File: src/rtl/boot_loader.sv
// Power-up sequencer: receives a length-prefixed big-endian image over the UART
// receive handshake, writes it into instruction memory, then issues the fetch start pulse.
module boot_loader #(
  parameter int ADDR_W       = 13,
  parameter int DELAY_CYCLES = 1000
) (
  input  logic              clk,
  input  logic              rstn,
  input  logic [7:0]        uart_recv_data,
  input  logic              uart_recv_valid,
  output logic              uart_recv_ready,
  output logic [ADDR_W-1:0] imem_addr,
  output logic [31:0]       imem_wdata,
  output logic              imem_we,
  output logic              start_finish,
  output logic              busy,
  output logic              err,
  output logic [ADDR_W:0]   word_cnt
);

  localparam int          DW  = (DELAY_CYCLES > 1) ? $clog2(DELAY_CYCLES) : 1;
  localparam logic [32:0] CAP = 33'(1) << ADDR_W;

  typedef enum logic [2:0] {
    S_HEADER, S_LOAD, S_WRITE, S_DELAY, S_START, S_DONE, S_ERROR
  } state_t;

  state_t          state_q, state_d;
  logic            run_q;
  logic [31:0]     shreg_q, shreg_d;
  logic [1:0]      bcnt_q, bcnt_d;
  logic [ADDR_W:0] n_q, n_d;
  logic [ADDR_W:0] cnt_q, cnt_d;
  logic [DW-1:0]   dly_q, dly_d;

  logic        fire;
  logic [31:0] assembled;

  // run_q holds ready low until the first edge after reset release.
  assign uart_recv_ready = run_q && (state_q == S_HEADER || state_q == S_LOAD);
  assign fire            = uart_recv_valid && uart_recv_ready;
  assign assembled       = {shreg_q[23:0], uart_recv_data};

  always_ff @(posedge clk or negedge rstn) begin
    if (!rstn) begin
      state_q <= S_HEADER;
      run_q   <= 1'b0;
      shreg_q <= '0;
      bcnt_q  <= '0;
      n_q     <= '0;
      cnt_q   <= '0;
      dly_q   <= '0;
    end else begin
      state_q <= state_d;
      run_q   <= 1'b1;
      shreg_q <= shreg_d;
      bcnt_q  <= bcnt_d;
      n_q     <= n_d;
      cnt_q   <= cnt_d;
      dly_q   <= dly_d;
    end
  end

  always_comb begin
    state_d = state_q;
    shreg_d = shreg_q;
    bcnt_d  = bcnt_q;
    n_d     = n_q;
    cnt_d   = cnt_q;
    dly_d   = dly_q;
    case (state_q)
      S_HEADER: if (fire) begin
        shreg_d = assembled;
        bcnt_d  = bcnt_q + 2'd1;
        if (bcnt_q == 2'd3) begin
          if (assembled == 32'd0) begin
            state_d = S_DELAY;
            dly_d   = '0;
          end else if ({1'b0, assembled} > CAP) begin
            state_d = S_ERROR;
          end else begin
            // Fits in ADDR_W+1 bits once bounded by the capacity check.
            n_d     = assembled[ADDR_W:0];
            state_d = S_LOAD;
          end
        end
      end
      S_LOAD: if (fire) begin
        shreg_d = assembled;
        bcnt_d  = bcnt_q + 2'd1;
        if (bcnt_q == 2'd3) state_d = S_WRITE;
      end
      S_WRITE: begin
        cnt_d = cnt_q + 1'b1;
        if (cnt_d == n_q) begin
          state_d = S_DELAY;
          dly_d   = '0;
        end else begin
          state_d = S_LOAD;
        end
      end
      S_DELAY: begin
        if (dly_q == DW'(DELAY_CYCLES - 1)) state_d = S_START;
        else                                dly_d   = dly_q + 1'b1;
      end
      S_START: state_d = S_DONE;
      default: state_d = state_q;
    endcase
  end

  assign imem_we      = (state_q == S_WRITE);
  assign imem_addr    = imem_we ? cnt_q[ADDR_W-1:0] : '0;
  assign imem_wdata   = imem_we ? shreg_q : '0;
  assign start_finish = (state_q == S_START);
  assign busy         = !(state_q == S_START || state_q == S_DONE);
  assign err          = (state_q == S_ERROR);
  assign word_cnt     = cnt_q;

endmodule

File: config.mk
export PLATFORM = sky130hd
export DESIGN_NAME = boot_loader
export DESIGN_NICKNAME = d
export VERILOG_FILES = /design/src/rtl/boot_loader.sv
export SDC_FILE = /design/constraint.sdc
export NUM_CORES = 1
export LEC_CHECK = 0
export ABC_CLOCK_PERIOD_IN_PS = 5050
export CAP_MARGIN = 0
export CELL_PAD_IN_SITES_DETAIL_PLACEMENT = 1
export CELL_PAD_IN_SITES_GLOBAL_PLACEMENT = 1
export CORE_ASPECT_RATIO = 0.5
export CORE_UTILIZATION = 44
export DETAILED_ROUTE_END_ITERATION = 7
export GPL_TIMING_DRIVEN = 0
export PLACE_DENSITY = 0.91
export SLEW_MARGIN = 15
export SYNTH_ARGS = -nofsm -noshare
export SYNTH_HDL_FRONTEND = slang
export SYNTH_SLANG_ARGS = --single-unit
File: constraint.sdc
create_clock -name clk -period 5.05 [get_ports clk]
set_input_delay 1.01 -clock clk [delete_from_list [all_inputs] [get_ports clk]]
set_output_delay 1.01 -clock clk [all_outputs]
set_load 0.02 [all_outputs]
# Word level (Yosys, flattened, before mapping)
# Cells that the tools add are included.
# totals
reg_bits,76
inputBits,11
output_inout_bits,64
wordCells,61
# op_classes
addsub,3
magnitude_cmp,1
eq_ne,17
n_mux,17
n_bitwise,2
reduce_logical,14
# op_table
operator,n
$mux W10,5
$gt A32 B14 Y1 const B,1
$logic_not A32 Y1,1
$mux W32,1
$pmux W10 S3,1
$mux W3,7
$pmux W3 S5,1
$add A14 B1 Y14 const B,1
$eq A14 B14 Y1,1
$mux W13,1
$reduce_and A6 Y1,2
$add A10 B1 Y10 const B,1
$eq A10 B10 Y1 const B,1
$eq A3 B3 Y1 const B,3
$ne A2 B1 Y1 const B,4
$ne A2 B2 Y1 const B,4
$eq A3 B2 Y1 const B,2
$reduce_and A5 Y1,1
$reduce_bool A5 Y1,1
$eq A3 B1 Y1 const B,1
$logic_not A3 Y1,1
$reduce_bool A3 Y1,1
$add A2 B1 Y2 const B,1
$eq A2 B2 Y1 const B,1
7 further kinds,10

# Depth between registers and ports, before layout
# Gate-level depths: netlist of the first run.
# logic_depth
word_depth,6
ltp_mapped,9

# Least setup slack after synthesis of the first run
# OpenSTA, ideal clock, no wires.
# synth_timing
path_kind,flip-flop to output port
start,register state_q[1]
end,output imem_wdata[23]
t_arrival_ns,1.783
t_required_ns,4.040
setup_slack_ns,2.257
stages_incl_launch_ff,6
n_path_buf,2
path_cell_list,dfrtp_1 buf_4 clkinv_1 nor3_1 clkbuf_1 and2_1
# synth_between
elab_chain_len,2
# synth_lines
element,line_no,rtl
"start, declared",28,"state_t state_q, state_d;"
"start signal, assigned",54,state_q <= state_d;
$eq A3 B2 Y1,111,assign imem_we = (state_q == S_WRITE);
via imem_we,14,"output logic imem_we,"
$mux W32,113,assign imem_wdata = imem_we ? shreg_q : '0;
"end, declared",13,"output logic [31:0] imem_wdata,"
# The timed path passes the listed nets, and every way through them passes these cells.

# Worst setup path after layout of the first run
# layout_timing
start,register state_q[1]
end,output imem_wdata[23]
# layout_between
elab_chain_len,2
# layout_lines
element,line_no
$eq A3 B2 Y1,111
$mux W32,113
# No other way between the ends.

==> run summary, run 1 <==
CTS HTree Levels: 3
Max stage delay cell, worst path: clkdlybuf4s50_1
GPL Wtd Cong: 0.7889
Layout cell share with drive strength beyond 1: 19.05%
RSZ-0062 raised after global routing: false
Final hold vios: 0
Sequential share of the synthesized area: 46.03%
CTS Hold Bufs: 0
Failing checks: DRC
Crit path launch type: flip-flop
Io pins: 75
Critical path class: flip-flop to output port
Post-synth EDFFs: 0
Post-synth top cells: dfrtp_1, mux2_2, and2_1
Main synth FF type: dfrtp_1
Synthesized cell area: 4131 sq um
Arrival time worst endpoint: 2.93 ns
Antenna violations before repair: 0
Drt via density: 5.932
Router iterations before antenna repair: 7
Routed WL per cell: 22.76 um
Area added between synthesis and finish: 30.28%
FILL cells: 938
Post-route ant nets: 0
Switching Fraction: 21.17%
Synth Area in Adders: 0.9085%
Vias: 3559
Largest net degree at the start of global routing: 55
Compound-Gate Fraction of Synth Area: 7.359%
Least-Margin Pin Slew: 0.6697 ns
Post-DP HPWL: 8756 um
Clk pwr share: 53.0%
End point of the critical path: imem_wdata[23]
Final setup fails: 0
Initial Utilization: 46.32%
Post-Synth Simple-Gate Area: 21.87%
Combinational share of power: 2.0%
Post-synthesis xor/xnor area fraction: 6.148%
Core Footprint: 8919 sq um
Area leader, netlist: dfrtp_1
Clock Sinks: 76
Leakage power total: 0.002390 uW
Port bufs: 74
CTS tree: yes
Minimum clock period: 3.944 ns
DIE WIDTH: 139.0 um
Worst slew margin: 54.79%
Synth warn: 0
Max Cap Violations: 0
Reg2Reg Capture Point: dly_q[6]
Clock tree buffer depth: 2
Critical path, cell by cell: buf_4 > clkinv_1 > nor3_2 > buf_4 > clkbuf_1 > and2_1 > clkdlybuf4s50_1
Vias in the first global route: 3858
Total Wirelength: 13660 um
Async SR Flop Fraction: 100.0%
Final Total Pwr: 1354 uW
Total gr overflow: 0
Clk_lat worst skew: 0.34 ns
Pint: 1067 uW
Peak VDD IR: 0.1602 mV
R2R cell count: 8
Post-CTS sizing: 0
FP Rows: 24
Share of the synthesized area in the top cell type: 46.03%
Worst r2r src: word_cnt[0]
N_diodes: 0
First-pass GRT wire length: 21960 um
Multiplexer share of the synthesized area: 13.57%
FF+latch count, synth: 76
Nets: 492
CTS clk-pin slew, worst paths: 0.06 ns
Syn Area/Cell: 10.57 sq um
Clk root buf: clkbuf_16
Reg2reg setup slack: 2.01 ns
Synth cell types: 56
Worst path max stage delay: 0.63 ns
All-Layer GR Usage: 29.69%
Clock skew: 0.009678 ns
F_max: 0.2536 GHz
Mapped Nets: 405
Hold Path Class: flip-flop to flip-flop
Die span in y: 70.52 um
Fin. max-slew vios: 0
Remaining DRCs: 3
Run status: finished, violations left
Iteration-0 DRC Markers: 255
Required time of the critical path: 4.04 ns
Sequential Power Share: 45.0%
Critical path launch point: state_q[1]
Die ar.: 9805 sq um
Critical Path Fanout Max: 10
Setup Fix Bufs, Post-CTS: 0
NetSw: 286.6 uW
Setup crit end kind: output port
Most frequent CP cell: buf_4
Largest family of logic cells by synthesized area: simple AND/OR/NAND/NOR gates
Cell Pwr Density: 251.5 nW/um^2
Most numerous cell in the Yosys netlist: dfrtp_1
Synth top area cells: dfrtp_1, mux2_2, and2_1, xnor2_1, nand2_1
Setup_tns: 0 ns
TritonCTS Buffers: 9
Final worst-path cycle share: 78.09%
Synthesized instance count: 391
## area by class of cell
| type | count | area (sq um) | area share (%) |
|---|---|---|---|
| flip-flops and latches | 76 | 1902 | 35.33 |
| multi-input cells | 284 | 2068 | 38.42 |
| clock inverters | 5 | 83.83 | 1.557 |
| clock buffers | 11 | 242.7 | 4.510 |
| well taps | 117 | 146.4 | 2.720 |
| inverters | 11 | 41.29 | 0.7671 |
| plain buffers | 20 | 125.1 | 2.325 |
| repair buffers | 76 | 773.2 | 14.37 |
## through the flow
stage	cell area (sq um)	hold slack, ns	setup WS (ns)	instances	util, %
6_report	5383	0.5033	1.106	600	60.35
5_1_grt	5383	0.5271	1.008	600	60.35
4_1_cts	5383	0.5060	1.132	600	60.35
3_5_place_dp	5056	0.4842	1.573	584	56.69
3_3_place_gp	5019	0.4688	0.3172	582	56.27
2_1_floorplan	4131	0.4480	2.257	391	-
## power groups by stage
stage	Combinational [uW]	Sequential [uW]	Clock, uW
after floorplan	1.06	621	0
after global placement	23.4	621	0
after detailed placement	26.7	621	0
after CTS	26.9	609	723
after global routing	29.3	609	750
final	26.6	609	718
## sequential cells by signal, indices dropped and copies added (netlist names)
signal	count
word_cnt	14
n_q	14
shreg_q	32
state_q	3
run_q	1
dly_q	10
bcnt_q	2
## worst min-delay path by stage
stage | from | end | slack, ns | cells past startpoint
floorplan | bcnt_q[0] | bcnt_q[0] | 0.45 | 1
global placement | bcnt_q[0] | bcnt_q[0] | 0.47 | 1
detailed placement | bcnt_q[0] | bcnt_q[0] | 0.48 | 1
CTS | shreg_q[29] | shreg_q[29] | 0.51 | 1
global route | shreg_q[24] | shreg_q[24] | 0.53 | 1
finish | shreg_q[29] | shreg_q[29] | 0.50 | 1
## cell usage in the layout (no fill, tap or decap), types with 2 or more instances in the layout
master,count
buf_4,5
nor2b_1,3
nand4_1,10
mux2_2,48
nor3_2,2
buf_2,3
o21ai_0,9
a21oi_1,8
o21a_1,2
dfrtp_1,76
xor2_1,10
or3_1,2
buf_1,3
clkbuf_16,9
clkinvlp_4,2
clkbuf_1,8
nand4b_1,2
a31o_2,3
clkbuf_8,3
or2_2,2
nor4_1,14
bufinv_16,2
o211ai_1,4
a211oi_1,2
and3_1,6
nand3_1,9
nand2_1,24
nor3_1,9
a31oi_1,4
xnor2_1,19
ha_1,3
nor2_1,18
and2_1,44
and3_2,2
inv_1,10
buf_6,2
clkdlybuf4s50_1,73
mux2i_1,2
nor3b_1,3
## critical path, delay by kind of cell (launching register included)
| kind | cells | cell delay, ns |
|---|---|---|
| flops | 1 | 0.33 |
| simple gates | 2 | 0.62 |
| buf+inv | 5 | 1.65 |
## metal layers
metal	vias to the layer above	track usage (%)	wire length (um)
li1	1558	-	-
met2	134	50.90	6764
met4	0	12.84	405
met5	-	0	0
met3	43	6.173	683
met1	1824	36.89	5802
## cells by family (layout without fill, tap and decap cells)
family          count (synthesis)  count (layout)
simple gates                  158             158
flops                          76              76
mux                            50              50
compound gates                 43              43
buf+inv                        31             123
xor+xnor                       29              29
fa+ha+maj                       3               3
other cells                     1               1
(Power assumes the default switching activity.)
==> run 2, diff against run 1 <==
--- a/config.mk
+++ b/config.mk
@@ -5,15 +5,15 @@
 export SDC_FILE = /design/constraint.sdc
 export NUM_CORES = 1
 export LEC_CHECK = 0
-export ABC_CLOCK_PERIOD_IN_PS = 5050
+export ABC_CLOCK_PERIOD_IN_PS = 4100
 export CAP_MARGIN = 0
 export CELL_PAD_IN_SITES_DETAIL_PLACEMENT = 1
 export CELL_PAD_IN_SITES_GLOBAL_PLACEMENT = 1
 export CORE_ASPECT_RATIO = 0.5
-export CORE_UTILIZATION = 44
+export CORE_UTILIZATION = 41
 export DETAILED_ROUTE_END_ITERATION = 7
 export GPL_TIMING_DRIVEN = 0
-export PLACE_DENSITY = 0.91
+export PLACE_DENSITY = 0.86
 export SLEW_MARGIN = 15
 export SYNTH_ARGS = -nofsm -noshare
 export SYNTH_HDL_FRONTEND = slang
==> constraint.sdc (replaced) <==
create_clock -name clk -period 4.1 [get_ports clk]
set_input_delay 0.82 -clock clk [delete_from_list [all_inputs] [get_ports clk]]
set_output_delay 0.82 -clock clk [all_outputs]
set_load 0.02 [all_outputs]
==> run 2 against run 1 <==
- the run now ends clean
- cell count grew 2.8%
- clock power grew 3.2%
- clock skew about the same
- via count down 4.9%
- cell area down 0.65%
- hold slack worse by 0.079 ns
- worst setup slack worse by 0.65 ns
- non-clock buffer count unchanged
- sequential power is 23% higher
- combinational power is 20% higher
- sequential share of layout area is 0.23 points higher
- global-route usage decreased by 4.1 points
- largest cell class unchanged
- largest power group is now registers
- highest routed layer unchanged
==> run summary, run 2 (synthesized netlist as in run 1, its figures left out) <==
Run status: completed
Final Core Density: 55.69% (-4.7 points)
TritonCTS Buffers: 9 (unchanged)
Remaining DRCs: 0 (-3)
Io pins: 75 (unchanged)
Area added between synthesis and finish: 29.44%
Biggest register: shreg_q
FP Rows: 25 (+4.2%)
Worst slew margin: 58.14% (+3.4 points)
Clock Sinks: 76 (unchanged)
Layout cell share with drive strength beyond 1: 18.88% (-0.17 points)
Total Wirelength: 12250 um (-10%)
Commonest non-fill, non-tap cells in the layout: dfrtp_1, clkdlybuf4s50_1, mux2_2
Clk pwr share: 48.6% (-4.4 points)
Clk root buf: clkbuf_16
Vias: 3384 (-4.9%)
Setup Fix Bufs, Post-CTS: 0 (unchanged)
Worst r2r src: word_cnt[0]
Least-Margin Pin Slew: 0.6120 ns (-0.05764 ns)
All-Layer GR Usage: 25.55% (-4.1 points)
Port bufs: 74 (unchanged)
Critical path buffer and inverter count: 5 (unchanged)
Critical path class: flip-flop to output port
Die span in y: 72.98 um (+3.5%)
Switching Fraction: 22.25% (+1.1 points)
Critical path, cell by cell: buf_4 > clkinv_1 > nor3_2 > buf_4 > clkbuf_1 > and2_1 > clkdlybuf4s50_1
Final worst-path cycle share: 88.82%
Nets: 492 (unchanged)
Reg2reg setup slack: 1.05 ns (-0.96 ns)
Vias in the first global route: 3570 (-7.5%)
Peak VDD IR: 0.1917 mV (+20%)
Reg2Reg Capture Point: dly_q[2]
DIE WIDTH: 144.0 um (+3.5%)
NetSw: 339.0 uW (+18%)
Routed WL per cell: 19.86 um (-13%)
Die ar.: 10510 sq um (+7.2%)
Leakage power total: 0.002369 uW (-0.88%)
Setup crit end kind: output port
R2R cell count: 8 (unchanged)
Setup_tns: 0 ns (unchanged)
CTS tree: yes
Post-route ant nets: 0 (unchanged)
Minimum clock period: 3.642 ns
Worst path max stage delay: 0.64 ns (about the same)
N_diodes: 0 (unchanged)
First-pass GRT wire length: 19740 um (-10%)
Core Footprint: 9603 sq um (+7.7%)
Crit path launch type: flip-flop
Cell Pwr Density: 284.9 nW/um^2 (+13%)
Sequential Power Share: 49.3% (+4.3 points)
Antenna violations before repair: 0 (unchanged)
Critical Path Fanout Max: 10 (unchanged)
CTS HTree Levels: 3 (unchanged)
CP top delay family: buffers and inverters
Hold Path Class: input port to async pin
Clock tree buffer depth: 2 (unchanged)
Router iterations before antenna repair: 5 (-2)
CTS clk-pin slew, worst paths: 0.06 ns (about the same)
RSZ-0062 raised after global routing: false
Final hold vios: 0 (unchanged)
Largest net degree at the start of global routing: 44 (-20%)
Max stage delay cell, worst path: clkdlybuf4s50_1
Post-place setup slack: 0.8240 ns (-0.7491 ns)
Clock skew: 0.009253 ns (-0.0004250 ns)
Commonest non-fill, non-tap cell in the layout: dfrtp_1
Pint: 1185 uW (+11%)
F_max: 0.2746 GHz
GPL Wtd Cong: 0.7828 (-0.77%)
Initial Utilization: 43.02% (-3.3 points)
Clk_lat worst skew: 0.34 ns (about the same)
Most frequent CP cell: buf_4
Combinational share of power: 2.1% (about the same)
Post-CTS sizing: 0 (unchanged)
Iteration-0 DRC Markers: 173 (-32%)
Final setup fails: 0 (unchanged)
Drt via density: 5.485 (-7.5%)
Post-DP HPWL: 8553 um (-2.3%)
Total gr overflow: 0 (unchanged)
Required time of the critical path: 3.28 ns (-0.76 ns)
Arrival time worst endpoint: 2.82 ns (-0.11 ns)
Post-route setup slack: 0.4582 ns (-0.6480 ns)
Max Cap Violations: 0 (unchanged)
Hold slack: 0.4246 ns (-0.07873 ns)
Fin. max-slew vios: 0 (unchanged)
CTS Hold Bufs: 0 (unchanged)
Max FFs per register: 32 (unchanged)
## run 2: layout make-up
cell class                 count  area, sq um
inverter                      11        41.29
fill                        1046         4255
buffer                        20        125.1
clock buffer                  11        242.7
tap                          135        168.9
timing repair buffer          76        773.2
sequential                    76         1902
clock inverter                 4        26.28
multi-input combinational    284         2068
## run 2: how the worst max path moves through the flow
stage,cells after the start,to,slack (ns),start
after global routing,7,imem_wdata[24],0.29,state_q[1]
after CTS,7,imem_wdata[30],0.44,state_q[1]
after floorplan,5,imem_wdata[23],1.50,state_q[1]
after detailed placement,7,imem_wdata[30],0.82,state_q[1]
after global placement,1,dly_q[8],-0.47,rstn
final,7,imem_wdata[2],0.46,state_q[1]
## run 2: metal layers
metal	GRT usage (%)	wire [um]	vias to the layer above
li1	-	-	1556
met1	33.32	5623	1725
met2	41.92	5874	82
met3	6.102	528	21
met4	8.983	226	0
met5	0	0	-
## run 2: power by group through the flow
| stage | Sequential, uW | Clock, uW | Combinational, uW |
|---|---|---|---|
| floorplan | 765 | 0 | 1.31 |
| global placement | 765 | 0 | 29.1 |
| detailed placement | 764 | 0 | 32.6 |
| CTS | 751 | 750 | 32.8 |
| global route | 750 | 782 | 35.7 |
| finish | 751 | 741 | 32.0 |
## run 2: through the flow
step           cells  total power, uW  cell area, sq um
6_report         617             1523              5348
5_1_grt          617             1568              5348
4_1_cts          617             1534              5348
3_5_place_dp     602            797.1              5079
3_3_place_gp     600            793.7              5041
2_1_floorplan    391            765.8              4131
==> run 3, diff against run 2 <==
--- a/config.mk
+++ b/config.mk
@@ -13,7 +13,7 @@
 export CORE_UTILIZATION = 41
 export DETAILED_ROUTE_END_ITERATION = 7
 export GPL_TIMING_DRIVEN = 0
-export PLACE_DENSITY = 0.86
+export PLACE_DENSITY = 0.78
 export SLEW_MARGIN = 15
 export SYNTH_ARGS = -nofsm -noshare
 export SYNTH_HDL_FRONTEND = slang
==> run 3 against run 2 <==
- cell area grew 0.40%
- sequential share of layout area shrank 0.14 points
- clock skew is essentially flat
- global-route usage shrank 2.8 points
- utilization grew 0.22 points
- critical path depth is the same
- non-clock buffer count is the same
- sequential cell count is the same
- largest power group is now the clock network
==> run summary, run 3 (synthesized netlist as in run 1, its figures left out) <==
Least-Margin Pin Slew: 0.5968 ns (-0.01528 ns)
N_diodes: 0 (unchanged)
CTS Hold Bufs: 0 (unchanged)
Crit path launch type: flip-flop
Routed wl met2: 4876 um (-17%)
Placed insts: 602 (unchanged)
Final setup fails: 0 (unchanged)
Die span in y: 72.98 um (unchanged)
Fin. max-slew vios: 0 (unchanged)
Setup crit end kind: output port
Final Core Density: 55.91% (+0.22 points)
Clock skew: 0.009052 ns (-0.0002018 ns)
Minimum clock period: 3.771 ns (+0.1292 ns)
Io pins: 75 (unchanged)
Vias: 3245 (-4.1%)
DIE WIDTH: 144.0 um (unchanged)
Clk_lat worst skew: 0.34 ns (about the same)
DR WL met3: 405 um (-23%)
Antenna violations before repair: 0 (unchanged)
Core Footprint: 9603 sq um (unchanged)
Final Non-Filler Cells: 618 (+0.16%)
Initial Utilization: 43.02% (unchanged)
Final worst-path cycle share: 91.97% (+3.2 points)
Commonest non-fill, non-tap cells in the layout: dfrtp_1, clkdlybuf4s50_1, mux2_2
Vias in the first global route: 3264 (-8.6%)
Post-route setup slack: 0.3291 ns (-0.1292 ns)
Required time of the critical path: 3.28 ns (about the same)
Remaining DRCs: 0 (unchanged)
Die ar.: 10510 sq um (unchanged)
Multi-input logic area: 2068 sq um (unchanged)
All-Layer GR Usage: 22.73% (-2.8 points)
Leakage power total: 0.002379 uW (+0.42%)
Cell Pwr Density: 291.7 nW/um^2 (+2.4%)
Drt via density: 5.251 (-4.3%)
Post-place setup slack: 0.6710 ns (-0.1531 ns)
Layout cell share with drive strength beyond 1: 19.25% (+0.37 points)
CTS clk-pin slew, worst paths: 0.06 ns (about the same)
Router iterations before antenna repair: 4 (-1)
CTS HTree Levels: 3 (unchanged)
Post-DP HPWL: 8046 um (-5.9%)
Clock tree buffer depth: 2 (unchanged)
F_max: 0.2652 GHz (-3.4%)
Register area: 1902 sq um (unchanged)
Post-Place Cell Area: 5079 sq um (unchanged)
CTS tree: yes
Critical Path Fanout Max: 10 (unchanged)
Largest net degree at the start of global routing: 50 (+14%)
Run status: completed
Clock Sinks: 76 (unchanged)
Arrival time worst endpoint: 2.95 ns (+0.13 ns)
First-pass GRT wire length: 17810 um (-9.8%)
Max FFs per register: 32 (unchanged)
Peak VDD IR: 0.1764 mV (-8.0%)
GPL Wtd Cong: 0.7893 (+0.83%)
Post-CTS sizing: 0 (unchanged)
Routed WL per cell: 17.73 um (-11%)
TritonCTS Buffers: 9 (unchanged)
RSZ-0062 raised after global routing: false
Final hold vios: 0 (unchanged)
Setup Fix Bufs, Post-CTS: 0 (unchanged)
Commonest non-fill, non-tap cell in the layout: dfrtp_1
Top sig layer: met4
Iteration-0 DRC Markers: 215 (+24%)
Clk root buf: clkbuf_16
Total gr overflow: 0 (unchanged)
Critical path class: flip-flop to output port
Worst slew margin: 60.22% (+2.1 points)
FP Rows: 25 (unchanged)
FILL cells: 1054 (+0.76%)
Final instance area: 5369 sq um (+0.40%)
Total Wirelength: 10960 um (-11%)
Nets: 492 (unchanged)
Hold Path Class: input port to async pin
Post-route ant nets: 0 (unchanged)
Port bufs: 74 (unchanged)
Max Cap Violations: 0 (unchanged)
Biggest register: shreg_q
Post-Route M1 WL: 5548 um (-1.3%)
Area added between synthesis and finish: 29.95%
-- run 3: cell count changes in the layout (fill, tap and decap cells not counted), sizes merged --
cell | before | now
clkbuf | 20 | 18
clkinv | 4 | 1
inv | 10 | 16
-- run 3: final cells by class --
type | count | area share [%]
repair buffers | 76 | 14.40
clock buffers | 9 | 4.195
multi-input cells | 284 | 38.52
inverters | 11 | 0.7691
flip-flops and latches | 76 | 35.42
well taps | 135 | 3.146
plain buffers | 20 | 2.330
clock inverters | 7 | 1.212
-- run 3: final timing paths --
kind,start,end,slack [ns],cells after the start
worst max register to register,word_cnt[0],dly_q[1],1.27,8
worst min register to register,bcnt_q[0],bcnt_q[0],0.49,1
worst max-delay path,state_q[1],imem_wdata[31],0.33,7
min in group clk,bcnt_q[0],bcnt_q[0],0.49,1
max in group asynchronous,rstn,word_cnt[4],3.12,2
worst min-delay path,rstn,shreg_q[19],0.40,1
-- run 3: where the power goes --
part | switching (uW) | internal, uW
combinational | 19.8 | 11.8
clock | 357 | 427
sequential | 0.0773 | 750
-- run 3: metrics by stage --
stage	total power, uW	hold WS [ns]	TNS [ns]
detailed placement	797.2	0.4823	0
CTS	1585	0.4043	0
global placement	793.7	0.4684	-37.39
finish	1566	0.4045	0
global route	1617	0.4224	0
floorplan	765.8	0.4480	0
-- run 3: per-layer routing --
layer	global-route usage, %	vias up
met5	0	-
met2	35.27	63
met4	6.501	0
li1	-	1560
met1	32.43	1611
met3	4.331	11
-- run 3: critical path, stage by stage, from the launching register on --
cell and delay, ns:
dfrtp_1 0.33, buf_4 0.16, clkinv_1 0.21, nor3_2 0.39, buf_4 0.25, clkbuf_1 0.45
and2_1 0.22, clkdlybuf4s50_1 0.60
